[src/rtl/operand_mem_pkg.sv]
// Shared constants and FSM encoding for the operand store
// and its burst-load engine.
package operand_mem_pkg;

  localparam int DATA_W_DEF = 16;
  localparam int DEPTH_DEF  = 16;
  localparam int ADDR_W_DEF = 4;
  localparam int CNT_W      = ADDR_W_DEF + 1;

  localparam logic [CNT_W-1:0] CNT_MAX = CNT_W'(DEPTH_DEF);

  typedef enum logic [1:0] {
    ST_IDLE,
    ST_LOAD,
    ST_DONE
  } state_e;

endpackage

[src/rtl/operand_mem_array.sv]
// Operand storage: async-reset clear, one write port,
// registered read port (read-before-write on collision).
module operand_mem_array
  import operand_mem_pkg::*;
#(
  parameter int DATA_W = DATA_W_DEF,
  parameter int DEPTH  = DEPTH_DEF,
  parameter int ADDR_W = ADDR_W_DEF
) (
  input  logic              clk,
  input  logic              rst,
  input  logic              we,
  input  logic [ADDR_W-1:0] waddr,
  input  logic [DATA_W-1:0] wdata,
  input  logic [ADDR_W-1:0] raddr,
  output logic [DATA_W-1:0] rdata
);

  logic [DATA_W-1:0] mem_q [DEPTH];
  logic [DATA_W-1:0] rdata_q;

  always_ff @(posedge clk or posedge rst) begin
    if (rst) begin
      for (int i = 0; i < DEPTH; i++) begin
        mem_q[i] <= '0;
      end
      rdata_q <= '0;
    end else begin
      if (we) begin
        mem_q[waddr] <= wdata;
      end
      rdata_q <= mem_q[raddr];
    end
  end

  assign rdata = rdata_q;

endmodule

[src/rtl/operand_memory_writer.sv]
// Writable operand store with a valid/ready burst-load engine
// and an idle-only direct write port.
module operand_memory_writer
  import operand_mem_pkg::*;
#(
  parameter int DATA_W = DATA_W_DEF,
  parameter int DEPTH  = DEPTH_DEF,
  parameter int ADDR_W = ADDR_W_DEF
) (
  input  logic              clk,
  input  logic              rst,
  input  logic              load_start,
  input  logic [ADDR_W-1:0] load_base,
  input  logic [ADDR_W:0]   load_count,
  input  logic              in_valid,
  input  logic [DATA_W-1:0] in_data,
  output logic              in_ready,
  input  logic              wr_en,
  input  logic [ADDR_W-1:0] wr_addr,
  input  logic [DATA_W-1:0] wr_data,
  output logic              wr_rej,
  input  logic [ADDR_W-1:0] rd_addr,
  output logic [DATA_W-1:0] rd_data,
  output logic              busy,
  output logic              done
);

  state_e            state_q, state_d;
  logic [ADDR_W-1:0] ptr_q, ptr_d;
  logic [ADDR_W:0]   remain_q, remain_d;
  logic              wr_rej_q;

  logic              mem_we;
  logic [ADDR_W-1:0] mem_waddr;
  logic [DATA_W-1:0] mem_wdata;

  always_ff @(posedge clk or posedge rst) begin
    if (rst) begin
      state_q  <= ST_IDLE;
      ptr_q    <= '0;
      remain_q <= '0;
      wr_rej_q <= 1'b0;
    end else begin
      state_q  <= state_d;
      ptr_q    <= ptr_d;
      remain_q <= remain_d;
      wr_rej_q <= wr_en & busy;
    end
  end

  always_comb begin
    state_d   = state_q;
    ptr_d     = ptr_q;
    remain_d  = remain_q;
    mem_we    = 1'b0;
    mem_waddr = wr_addr;
    mem_wdata = wr_data;
    in_ready  = 1'b0;
    done      = 1'b0;
    unique case (state_q)
      ST_IDLE: begin
        mem_we = wr_en;
        if (load_start) begin
          if (load_count == '0) begin
            state_d = ST_DONE;
          end else begin
            ptr_d    = load_base;
            remain_d = (load_count > CNT_MAX) ? CNT_MAX
                                              : load_count;
            state_d  = ST_LOAD;
          end
        end
      end
      ST_LOAD: begin
        in_ready = 1'b1;
        // Stream owns the write port; direct writes are dropped here
        if (in_valid) begin
          mem_we    = 1'b1;
          mem_waddr = ptr_q;
          mem_wdata = in_data;
          ptr_d     = ptr_q + 1'b1;
          remain_d  = remain_q - 1'b1;
          if (remain_q == 1) begin
            state_d = ST_DONE;
          end
        end
      end
      ST_DONE: begin
        done    = 1'b1;
        state_d = ST_IDLE;
      end
      default: state_d = ST_IDLE;
    endcase
  end

  assign busy   = (state_q != ST_IDLE);
  assign wr_rej = wr_rej_q;

  operand_mem_array #(
    .DATA_W (DATA_W),
    .DEPTH  (DEPTH),
    .ADDR_W (ADDR_W)
  ) u_array (
    .clk   (clk),
    .rst   (rst),
    .we    (mem_we),
    .waddr (mem_waddr),
    .wdata (mem_wdata),
    .raddr (rd_addr),
    .rdata (rd_data)
  );

endmodule

[config.mk]
export PLATFORM = sky130hd
export DESIGN_NAME = operand_memory_writer
export DESIGN_NICKNAME = d
export VERILOG_FILES = /design/src/rtl/operand_mem_pkg.sv /design/src/rtl/operand_mem_array.sv /design/src/rtl/operand_memory_writer.sv
export SDC_FILE = /design/constraint.sdc
export NUM_CORES = 1
export LEC_CHECK = 0
export CELL_PAD_IN_SITES_DETAIL_PLACEMENT = 1
export CELL_PAD_IN_SITES_GLOBAL_PLACEMENT = 2
export CORE_ASPECT_RATIO = 1.5
export CORE_MARGIN = 3
export CORE_UTILIZATION = 45
export CTS_CLUSTER_SIZE = 16
export DETAILED_ROUTE_END_ITERATION = 6
export PLACE_DENSITY = 0.82
export SLEW_MARGIN = 20
export SYNTH_ARGS = -nofsm -noshare
export SYNTH_HDL_FRONTEND = slang
export SYNTH_SLANG_ARGS = --single-unit
[constraint.sdc]
create_clock -name clk -period 12.6 [get_ports clk]
set_clock_uncertainty 0.05 [all_clocks]
set_input_delay 2.52 -clock clk [delete_from_list [all_inputs] [get_ports clk]]
set_output_delay 2.52 -clock clk [all_outputs]
set_load 0.02 [all_outputs]
==> metrics.md, run 1 <==
| Metric | Value |
|---|---|
| Setup-failing EPs final | 0 |
| Drt drc | 0 |
| Fin crit share | 42.1% |
| Share of cells above drive strength 1 | between 50% and 60% |
| First drt pass iteration count | 4 |
| Post-synthesis cell area | ~13000 um2 |
| Status | finished, final reports clean |
| CTS tree | built |
| Critical path fanouts, max | 31 |
| Crit path max-delay family | simple AND/OR/NAND/NOR gates |
| Max incr delay on CP | between 800 and 900 ps |
| Max Fclk | approximately 0.19 GHz |
| Final ANT Viol Nets | 0 |
| Setup TNS Final | 0 ps |
| Critical path buffer and inverter count | 2 |
| GRT overflow | 0 |
| #FFs+latches synth | roughly 280 |
| Die height | 215 um |
| I/O Pins | 74 |
| Synthesis-to-finish area growth | 15.1% |
| Hold crit path type | reg2reg |
| Clk_lat worst skew | between 500 and 600 ps |
| Tightest Pin Transition | between 1000 and 1500 ps |
| Number of port buffers | between 70 and 80 |
| Setup Buffers After CTS | 0 |
| Largest net degree at the start of global routing | 112 |
| First-pass GRT wire length | ~51 mm |
| Antenna diodes | 0 |
| Core area | around 28000 um2 |
| Avg Vias per Cell | 5.87 |
| Max cap viols | 0 |
| Post-DP HPWL | a little under 20 mm |
| Crit-path cells | clkdlybuf4s50_1 > nand3b_4 > mux2i_1 > buf_4 > nand4_2 > mux2_2 |
| Hold Fails Final Rpt | 0 |
| Setup ws final | 7290 ps |
| Crit Path Class | in2reg |
| Worst setup SP type | input port |
| Total GRT Usage | a little over a fifth |
| Rel. slew slack | between 30% and 40% |
| Reg clk slew, reported paths | 50 ps |
| H-tree Lvls | 1 |
| WP data arrival | 5680 ps |
| Max Root-Sink Buffers | 3 |
| Fill cell count | between 2000 and 3000 |
| Total number of vias | between 7000 and 8000 |
| Synth cell types | 39 |
| Layout Nets | 904 |
| PwrDens | about 240 nW/um2 |
| CTS Sinks | 284 |
| DP Worst Slack | 6680 ps |
| Die X | between 100 and 150 um |
| Post-Syn Instances | approximately 790 |
| Ys Warns | 0 |
| Vias in the first global route | 8622 |
| Leak | roughly 6.4 nW |
| Min cycle time layout | approximately 5300 ps |
| VDD IR max | between 0.0001 and 0.00015 V |
| Num CTS Buffers | 28 |
| Avg WL per Cell | 25.6 um |
| Cts hold-fix bufs | 0 |
| Seq/Total Area, Yosys | a little over half |
| Slowest cell on the critical path | nand4_2 |
| Syn nets | between 800 and 900 |
| Die area | 31100 um2 |
| Root buf cell | clkbuf_16 |
| Initial antenna violation count | 0 |
| GP Congestion | ~0.73 |
| Crit end category | flop |
| RSZ-0062 raised after global routing | no |
| Final WL | 32.1 mm |
| Cts repair resizes | 0 |
| Synth Area per Inst | 16.5 um2 |
| DR iter-0 viols | 340 |
| CP required | ~13000 ps |
| Slew Viols, Final | 0 |
| Cell row count | 75 |
| Starting Density | between 40% and 50% |
==> synth_stat cells (all sizes together) <==
master   number  share of area (%)
a31oi         3               0.14
nor2b         1              0.048
a21o          1              0.058
mux2i         5               0.38
nand2         3              0.086
or4           1              0.058
and2          2              0.096
nor2          9               0.26
nand2b        1              0.048
o22a          2               0.13
o22ai         2              0.096
o211ai        1              0.096
mux2        277                 24
a2bb2oi       2               0.13
dfrtp       284                 54
o21ai         4               0.15
nor3b         2               0.11
clkinv        1              0.029
or3b          1              0.067
nand4        11                1.1
ha            3               0.29
nor4b         3               0.20
clkbuf       24               0.69
nor4          4               0.65
nor3          2              0.077
mux4         80                 14
a222oi        1              0.077
a21oi        13               0.53
nand3b        4               0.33
buf          36                1.6
inv           4               0.11
and4          1              0.067
nand3         3               0.11
==> layout by cell type (no fill, tap or decap), types with 3 or more instances in the layout <==
| cell | instances |
|---|---|
| dfrtp_1 | 284 |
| mux2_2 | 275 |
| mux4_2 | 80 |
| clkdlybuf4s50_1 | 71 |
| clkbuf_16 | 29 |
| a21oi_1 | 12 |
| buf_4 | 12 |
| nand4_2 | 11 |
| clkbuf_8 | 10 |
| nor2_1 | 9 |
| clkbuf_1 | 7 |
| mux2i_1 | 5 |
| nor4_4 | 4 |
| o21ai_0 | 4 |
| nand3b_1 | 3 |
| nand3_1 | 3 |
| inv_1 | 3 |
| nor4b_1 | 3 |
| a31oi_1 | 3 |
| nand2_1 | 3 |
| ha_1 | 3 |
==> final timing paths <==
check / start / end / slack [ps] / cells past startpoint
worst min register to register: u_array.mem_q[156] / u_array.mem_q[156] / 450 / 1
worst max register to register: state_q[0] / u_array.mem_q[220] / 9220 / 5
min in group asynchronous: rst / u_array.mem_q[182] / 2490 / 2
worst max-delay path: in_valid / u_array.mem_q[220] / 7290 / 6
max in group asynchronous: rst / u_array.mem_q[22] / 8700 / 3
worst min-delay path: u_array.mem_q[156] / u_array.mem_q[156] / 450 / 1
==> final cells by class <==
class,count,area (um2),area share (%)
inverter,5,26.3,0.175
multi-input combinational,442,5630,37.4
timing repair buffer,86,828,5.51
sequential,284,7110,47.3
clock inverter,4,70.1,0.466
clock buffer,46,890,5.92
tap,385,482,3.20
==> sequential cells by signal, summed over array words and instances (netlist names) <==
register,cells
state_q,2
u_array.mem_q,256
remain_q,5
u_array.rdata,16
ptr_q,4
wr_rej,1
==> stage by stage <==
| stage | cell area [um2] | utilization, % | cells | power [mW] | hold WS (ps) |
|---|---|---|---|---|---|
| floorplan | 13100 | - | 791 | 2.39 | 424 |
| global placement | 14100 | 49.8 | 1202 | 2.62 | 431 |
| detailed placement | 14100 | 49.8 | 1202 | 2.75 | 440 |
| CTS | 15000 | 53.2 | 1252 | 3.63 | 454 |
| global route | 15000 | 53.2 | 1252 | 3.79 | 461 |
| finish | 15000 | 53.2 | 1252 | 3.59 | 450 |
==> cell families after synthesis <==
group,after synthesis,share of synthesized area (%)
buf+inv,65,2.48
flops,284,54.4
mux,362,38.1
compound gates,29,1.42
simple gates,48,3.27
fa+ha+maj,3,0.287
==> power by group <==
group / internal, mW / switching, mW / leakage (nW) / total [mW]
Sequential: 1.35 / 0.238 / 3.51 / 1.58
Combinational: 0.669 / 0.473 / 2.43 / 1.14
Clock: 0.519 / 0.348 / 0.474 / 0.867
==> routing by layer <==
layer | share of wire, % | routed length [um] | track usage, %
met1 | 39 | 12400 | 24.7
met2 | 56 | 17800 | 39.4
met3 | 3.1 | 1000 | 2.66
met4 | 2.8 | 893 | 6.56
met5 | 0 | 0 | 0
Power figures use the tool's default switching activity.
==> run 2: changes to the inputs <==
--- a/config.mk
+++ b/config.mk
@@ -9,10 +9,10 @@
 export CELL_PAD_IN_SITES_GLOBAL_PLACEMENT = 2
 export CORE_ASPECT_RATIO = 1.5
 export CORE_MARGIN = 3
-export CORE_UTILIZATION = 45
+export CORE_UTILIZATION = 41
 export CTS_CLUSTER_SIZE = 16
 export DETAILED_ROUTE_END_ITERATION = 6
-export PLACE_DENSITY = 0.82
+export PLACE_DENSITY = 0.79
 export SLEW_MARGIN = 20
 export SYNTH_ARGS = -nofsm -noshare
 export SYNTH_HDL_FRONTEND = slang
==> constraint.sdc (replaced) <==
create_clock -name clk -period 4.85 [get_ports clk]
set_clock_uncertainty 0.05 [all_clocks]
set_input_delay 0.97 -clock clk [delete_from_list [all_inputs] [get_ports clk]]
set_output_delay 0.97 -clock clk [all_outputs]
set_load 0.02 [all_outputs]
==> metrics.md, run 2 (synthesis gave the netlist of run 1 again) <==
| Metric | Value |
|---|---|
| Tightest Pin Transition | ~1200 ps |
| Setup TNS Final | 0 ps |
| Max Fclk | 0.269 GHz |
| Avg Vias per Cell | between 5 and 6 |
| CP required | between 3000 and 4000 ps |
| Layout Nets | slightly above 900 |
| Crit path max-delay family | buffers and inverters |
| Critical path fanouts, max | 14 |
| Clock network fraction of design power | 23.4% |
| Cts hold-fix bufs | 0 |
| Antenna diodes | 0 |
| Hold crit path type | reg2reg |
| Num CTS Buffers | 27 |
| Most flops, register | u_array.mem_q |
| Share of cells above drive strength 1 | about half |
| CTS tree | built |
| Fin crit share | between 70% and 80% |
| R2R depth | 4 |
| Crit end category | output port |
| Crit. path cell count | 3 |
| Clk_lat worst skew | 530 ps |
| Int Power | between 6 and 7 mW |
| Comb power frac | 32.1% |
| Status | finished, final reports clean |
| Multi-input logic area | 5630 um2 |
| Slew Viols, Final | 0 |
| Die area | 34100 um2 |
| Final ANT Viol Nets | 0 |
| Cells after DPL | roughly 1200 |
| Setup Buffers After CTS | 0 |
| GP Congestion | a little over 0.7 |
| I/O Pins | 74 |
| Synthesis-to-finish area growth | 15.5% |
| Crit-path cells | nand2b_1 > clkinv_1 > clkdlybuf4s50_1 |
| Reg clk slew, reported paths | approximately 60 ps |
| Leak | between 6 and 7 nW |
| Total GRT Usage | 18.7% |
| RR Startpoint | state_q[0] |
| VDD IR max | ~0.00025 V |
| Non-filler instance count after layout | 1279 |
| Avg WL per Cell | 24.2 um |
| Cell row count | 79 |
| Max Root-Sink Buffers | 3 |
| CTS Sinks | approximately 280 |
| Setup-failing EPs final | 0 |
| Register Area | 7110 um2 |
| DR iter-0 viols | between 300 and 400 |
| Largest net degree at the start of global routing | between 80 and 90 |
| Total number of vias | 7167 |
| H-tree Lvls | 1 |
| First-pass GRT wire length | around 50 mm |
| Root buf cell | clkbuf_16 |
| Most frequent cells in the layout | dfrtp_1, mux2_2, mux4_2, clkdlybuf4s50_1, clkbuf_16 |
| Commonest non-fill, non-tap cell in the layout | dfrtp_1 |
| Slowest cell on the critical path | clkdlybuf4s50_1 |
| Switching share of total power | between 20% and 30% |
| Starting Density | roughly two fifths |
| RSZ-0062 raised after global routing | no |
| Cts repair resizes | 0 |
| Seq pwr share | 44.5% |
| Initial antenna violation count | 0 |
| Worst setup endpoint | in_ready |
| Core area | ~31000 um2 |
| Rel. slew slack | 22.2% |
| GRT overflow | 0 |
| R2R Setup Slk | 1690 ps |
| Sw power | around 2.7 mW |
| WP data arrival | about 2700 ps |
| Die X | ~150 um |
| Max incr delay on CP | between 600 and 700 ps |
| Die height | 225 um |
| Post-DP HPWL | 18.8 mm |
| Vias in the first global route | 8038 |
| Max cap viols | 0 |
| Worst setup SP type | flop |
| First drt pass iteration count | 4 |
| Drt drc | 0 |
| Final WL | 31.0 mm |
| Critical path buffer and inverter count | 2 |
| Hold Fails Final Rpt | 0 |
| Reg-to-reg endpoint | u_array.mem_q[113] |
| Crit Path Class | reg2out |
| CP startpoint | state_q[1] |
| Fill cell count | around 3000 |
| Max reg flops | 256 |
| Number of port buffers | 73 |
| Min cycle time layout | roughly 3700 ps |
| PwrDens | between 600 and 700 nW/um2 |
## run 2: metal layers
metal / vias to the layer above / share of wire (%) / GRT usage, %
met5: - / 0 / 0
met4: 0 / 1.6 / 4.00
met3: 37 / 3.1 / 2.02
met2: 132 / 52 / 33.0
met1: 3883 / 43 / 25.2
li1: 3115 / - / -
## run 2: power groups by stage
| stage | sequential (mW) | clock (mW) | combinational (mW) |
|---|---|---|---|
| after floorplan | 3.97 | 0 | 2.25 |
| after global placement | 4.04 | 0 | 2.87 |
| after detailed placement | 4.11 | 0 | 2.98 |
| after CTS | 4.07 | 2.21 | 2.99 |
| after global routing | 4.20 | 2.30 | 3.18 |
| final | 4.07 | 2.14 | 2.94 |
## run 2: area by class of cell
type	instances	share of cell area (%)
Sequential cell	284	47.1
Multi-Input combinational cell	442	37.3
Timing Repair Buffer	96	6.20
Clock buffer	42	5.38
Tap cell	405	3.36
Clock inverter	5	0.498
Inverter	5	0.149
## run 2: metrics by stage
| step | hold WS, ps | util (%) | setup WS, ps | power [mW] | area [um2] |
|---|---|---|---|---|---|
| 4_1_cts | 454 | 48.3 | 1070 | 9.27 | 15100 |
| 2_1_floorplan | 424 | - | 66.7 | 6.22 | 13100 |
| 3_3_place_gp | 432 | 45.5 | 709 | 6.92 | 14200 |
| 6_report | 451 | 48.3 | 1140 | 9.15 | 15100 |
| 3_5_place_dp | 440 | 45.5 | 694 | 7.08 | 14200 |
| 5_1_grt | 467 | 48.3 | 917 | 9.69 | 15100 |
## run 2: worst min path at each step
stage                     slack (ps)                  to               start  cells after the start
after detailed placement         440  u_array.mem_q[222]  u_array.mem_q[222]                      1
after global routing             470  u_array.mem_q[122]  u_array.mem_q[122]                      1
final                            450  u_array.mem_q[178]  u_array.mem_q[178]                      1
after global placement           430   u_array.mem_q[89]   u_array.mem_q[89]                      1
after CTS                        450  u_array.mem_q[217]  u_array.mem_q[217]                      1
after floorplan                  420   u_array.mem_q[31]   u_array.mem_q[31]                      1
## run 2: worst register-to-register path, stage by stage (launching register included)
cell,delay (ps)
dfrtp_1,530
or3b_2,530
a21oi_1,470
nand4_2,860
mux2_2,600
==> run 3: changes to the inputs <==
--- a/config.mk
+++ b/config.mk
@@ -9,10 +9,10 @@
 export CELL_PAD_IN_SITES_GLOBAL_PLACEMENT = 2
 export CORE_ASPECT_RATIO = 1.5
 export CORE_MARGIN = 3
-export CORE_UTILIZATION = 41
+export CORE_UTILIZATION = 45
 export CTS_CLUSTER_SIZE = 16
 export DETAILED_ROUTE_END_ITERATION = 6
-export PLACE_DENSITY = 0.79
+export PLACE_DENSITY = 0.82
 export SLEW_MARGIN = 20
 export SYNTH_ARGS = -nofsm -noshare
 export SYNTH_HDL_FRONTEND = slang
==> constraint.sdc (replaced) <==
create_clock -name clk -period 3.9 [get_ports clk]
set_clock_uncertainty 0.05 [all_clocks]
set_input_delay 0.78 -clock clk [delete_from_list [all_inputs] [get_ports clk]]
set_output_delay 0.78 -clock clk [all_outputs]
set_load 0.02 [all_outputs]
==> metrics.md, run 3 (synthesis gave the netlist of run 1 again) <==
| Metric | Value |
|---|---|
| Final WL | approximately 32 mm |
| Vias in the first global route | about 8700 |
| Max reg flops | between 200 and 300 |
| Total number of vias | ~7400 |
| Setup-failing EPs final | 0 |
| Fill cell count | 2625 |
| Die area | roughly 31000 um2 |
| Reg clk slew, reported paths | 60 ps |
| First-pass GRT wire length | between 50 and 60 mm |
| Rel. slew slack | between 40% and 50% |
| Setup TNS Final | 0 ps |
| Max Fclk | a little under 0.3 GHz |
| WP data arrival | 2620 ps |
| GRT overflow | 0 |
| Antenna diodes | 0 |
| Hold Fails Final Rpt | 0 |
| Crit-path cells | nand2b_1 > clkinv_1 > clkdlybuf4s50_1 |
| Synthesis-to-finish area growth | 16.4% |
| Cts repair resizes | 0 |
| Commonest non-fill, non-tap cell in the layout | dfrtp_1 |
| Largest net degree at the start of global routing | between 80 and 90 |
| Fin util | between 50% and 60% |
| Hold crit path type | reg2reg |
| Area post-placement | 14400 um2 |
| Fin crit share | between 80% and 90% |
| DP Worst Slack | between 300 and 400 ps |
| CTS tree | built |
| CP required | 3070 ps |
| Non-filler instance count after layout | around 1300 |
| Core area | approximately 28000 um2 |
| Tightest Pin Transition | approximately 860 ps |
| Setup Buffers After CTS | 0 |
| Cell row count | 75 |
| CTS Sinks | 284 |
| Setup ws final | 449 ps |
| Max incr delay on CP | around 640 ps |
| DR iter-0 viols | 368 |
| Number of port buffers | 73 |
| Die X | roughly 150 um |
| Total GRT Usage | 20.9% |
| Avg Vias per Cell | 5.81 |
| Initial antenna violation count | 0 |
| Min cycle time layout | around 3500 ps |
| Worst setup SP type | flop |
| PwrDens | around 750 nW/um2 |
| Cts hold-fix bufs | 0 |
| Leak | 6.49 nW |
| Final ANT Viol Nets | 0 |
| Crit Path Class | reg2out |
| Final instance area | between 15000 and 20000 um2 |
| Cells after DPL | between 1000 and 1500 |
| Crit end category | output port |
| Slew Viols, Final | 0 |
| Clk_lat worst skew | about 570 ps |
| Status | finished, final reports clean |
| R2R Setup Slk | between 1000 and 1500 ps |
| Root buf cell | clkbuf_16 |
| Slowest cell on the critical path | clkdlybuf4s50_1 |
| H-tree Lvls | 1 |
| First drt pass iteration count | 4 |
| Layout Nets | ~900 |
| Starting Density | a little under half |
| Critical path fanouts, max | 14 |
| GP Congestion | ~0.75 |
| Post-DP HPWL | 20.1 mm |
| Tot Pwr | 11.4 mW |
| Most flops, register | u_array.mem_q |
| Num CTS Buffers | 28 |
| Most frequent cells in the layout | dfrtp_1, mux2_2, mux4_2, clkdlybuf4s50_1, clkbuf_16 |
| Max Root-Sink Buffers | 3 |
| I/O Pins | 74 |
| Die height | 215 um |
| VDD IR max | roughly 0.00039 V |
| Share of cells above drive strength 1 | approximately half |
| Drt drc | 0 |
| Max cap viols | 0 |
| Hold Worst Slack | 451 ps |
| RSZ-0062 raised after global routing | no |
| Avg WL per Cell | approximately 25 um |
-- run 3: area by class of cell --
cell class / count / area (um2) / share of cell area, %
clock inverters: 5 / 61.3 / 0.403
multi-input cells: 442 / 5630 / 37.0
flip-flops and latches: 284 / 7110 / 46.7
repair buffers: 105 / 1110 / 7.32
well taps: 385 / 482 / 3.17
inverters: 5 / 22.5 / 0.148
clock buffers: 41 / 790 / 5.19
-- run 3: final timing paths --
path | start | to | cells after the start
max in group asynchronous | rst | u_array.rdata[1] | 3
worst max-delay path | state_q[1] | in_ready | 3
worst min-delay path | u_array.mem_q[155] | u_array.mem_q[155] | 1
worst min register to register | u_array.mem_q[155] | u_array.mem_q[155] | 1
worst max register to register | state_q[0] | u_array.mem_q[209] | 4
min in group asynchronous | rst | u_array.mem_q[246] | 2
-- run 3: power breakdown --
group / leakage (nW) / switching [mW] / internal (mW)
registers: 3.51 / 0.761 / 4.35
logic: 2.57 / 1.53 / 2.20
clock network: 0.417 / 1.11 / 1.45
-- run 3: worst max-delay path: cells and delay by family (launching register included) --
kind | cells | cell delay (ps)
simple gates | 1 | 500
buf+inv | 2 | 1030
flops | 1 | 540
-- run 3: per-layer routing --
| metal | share of wire, % | track usage (%) | wire [um] |
|---|---|---|---|
| met1 | 39 | 25.2 | 12300 |
| met5 | 0 | 0 | 0 |
| met2 | 55 | 39.1 | 17700 |
| met3 | 3.6 | 2.64 | 1140 |
| met4 | 2.4 | 6.12 | 772 |
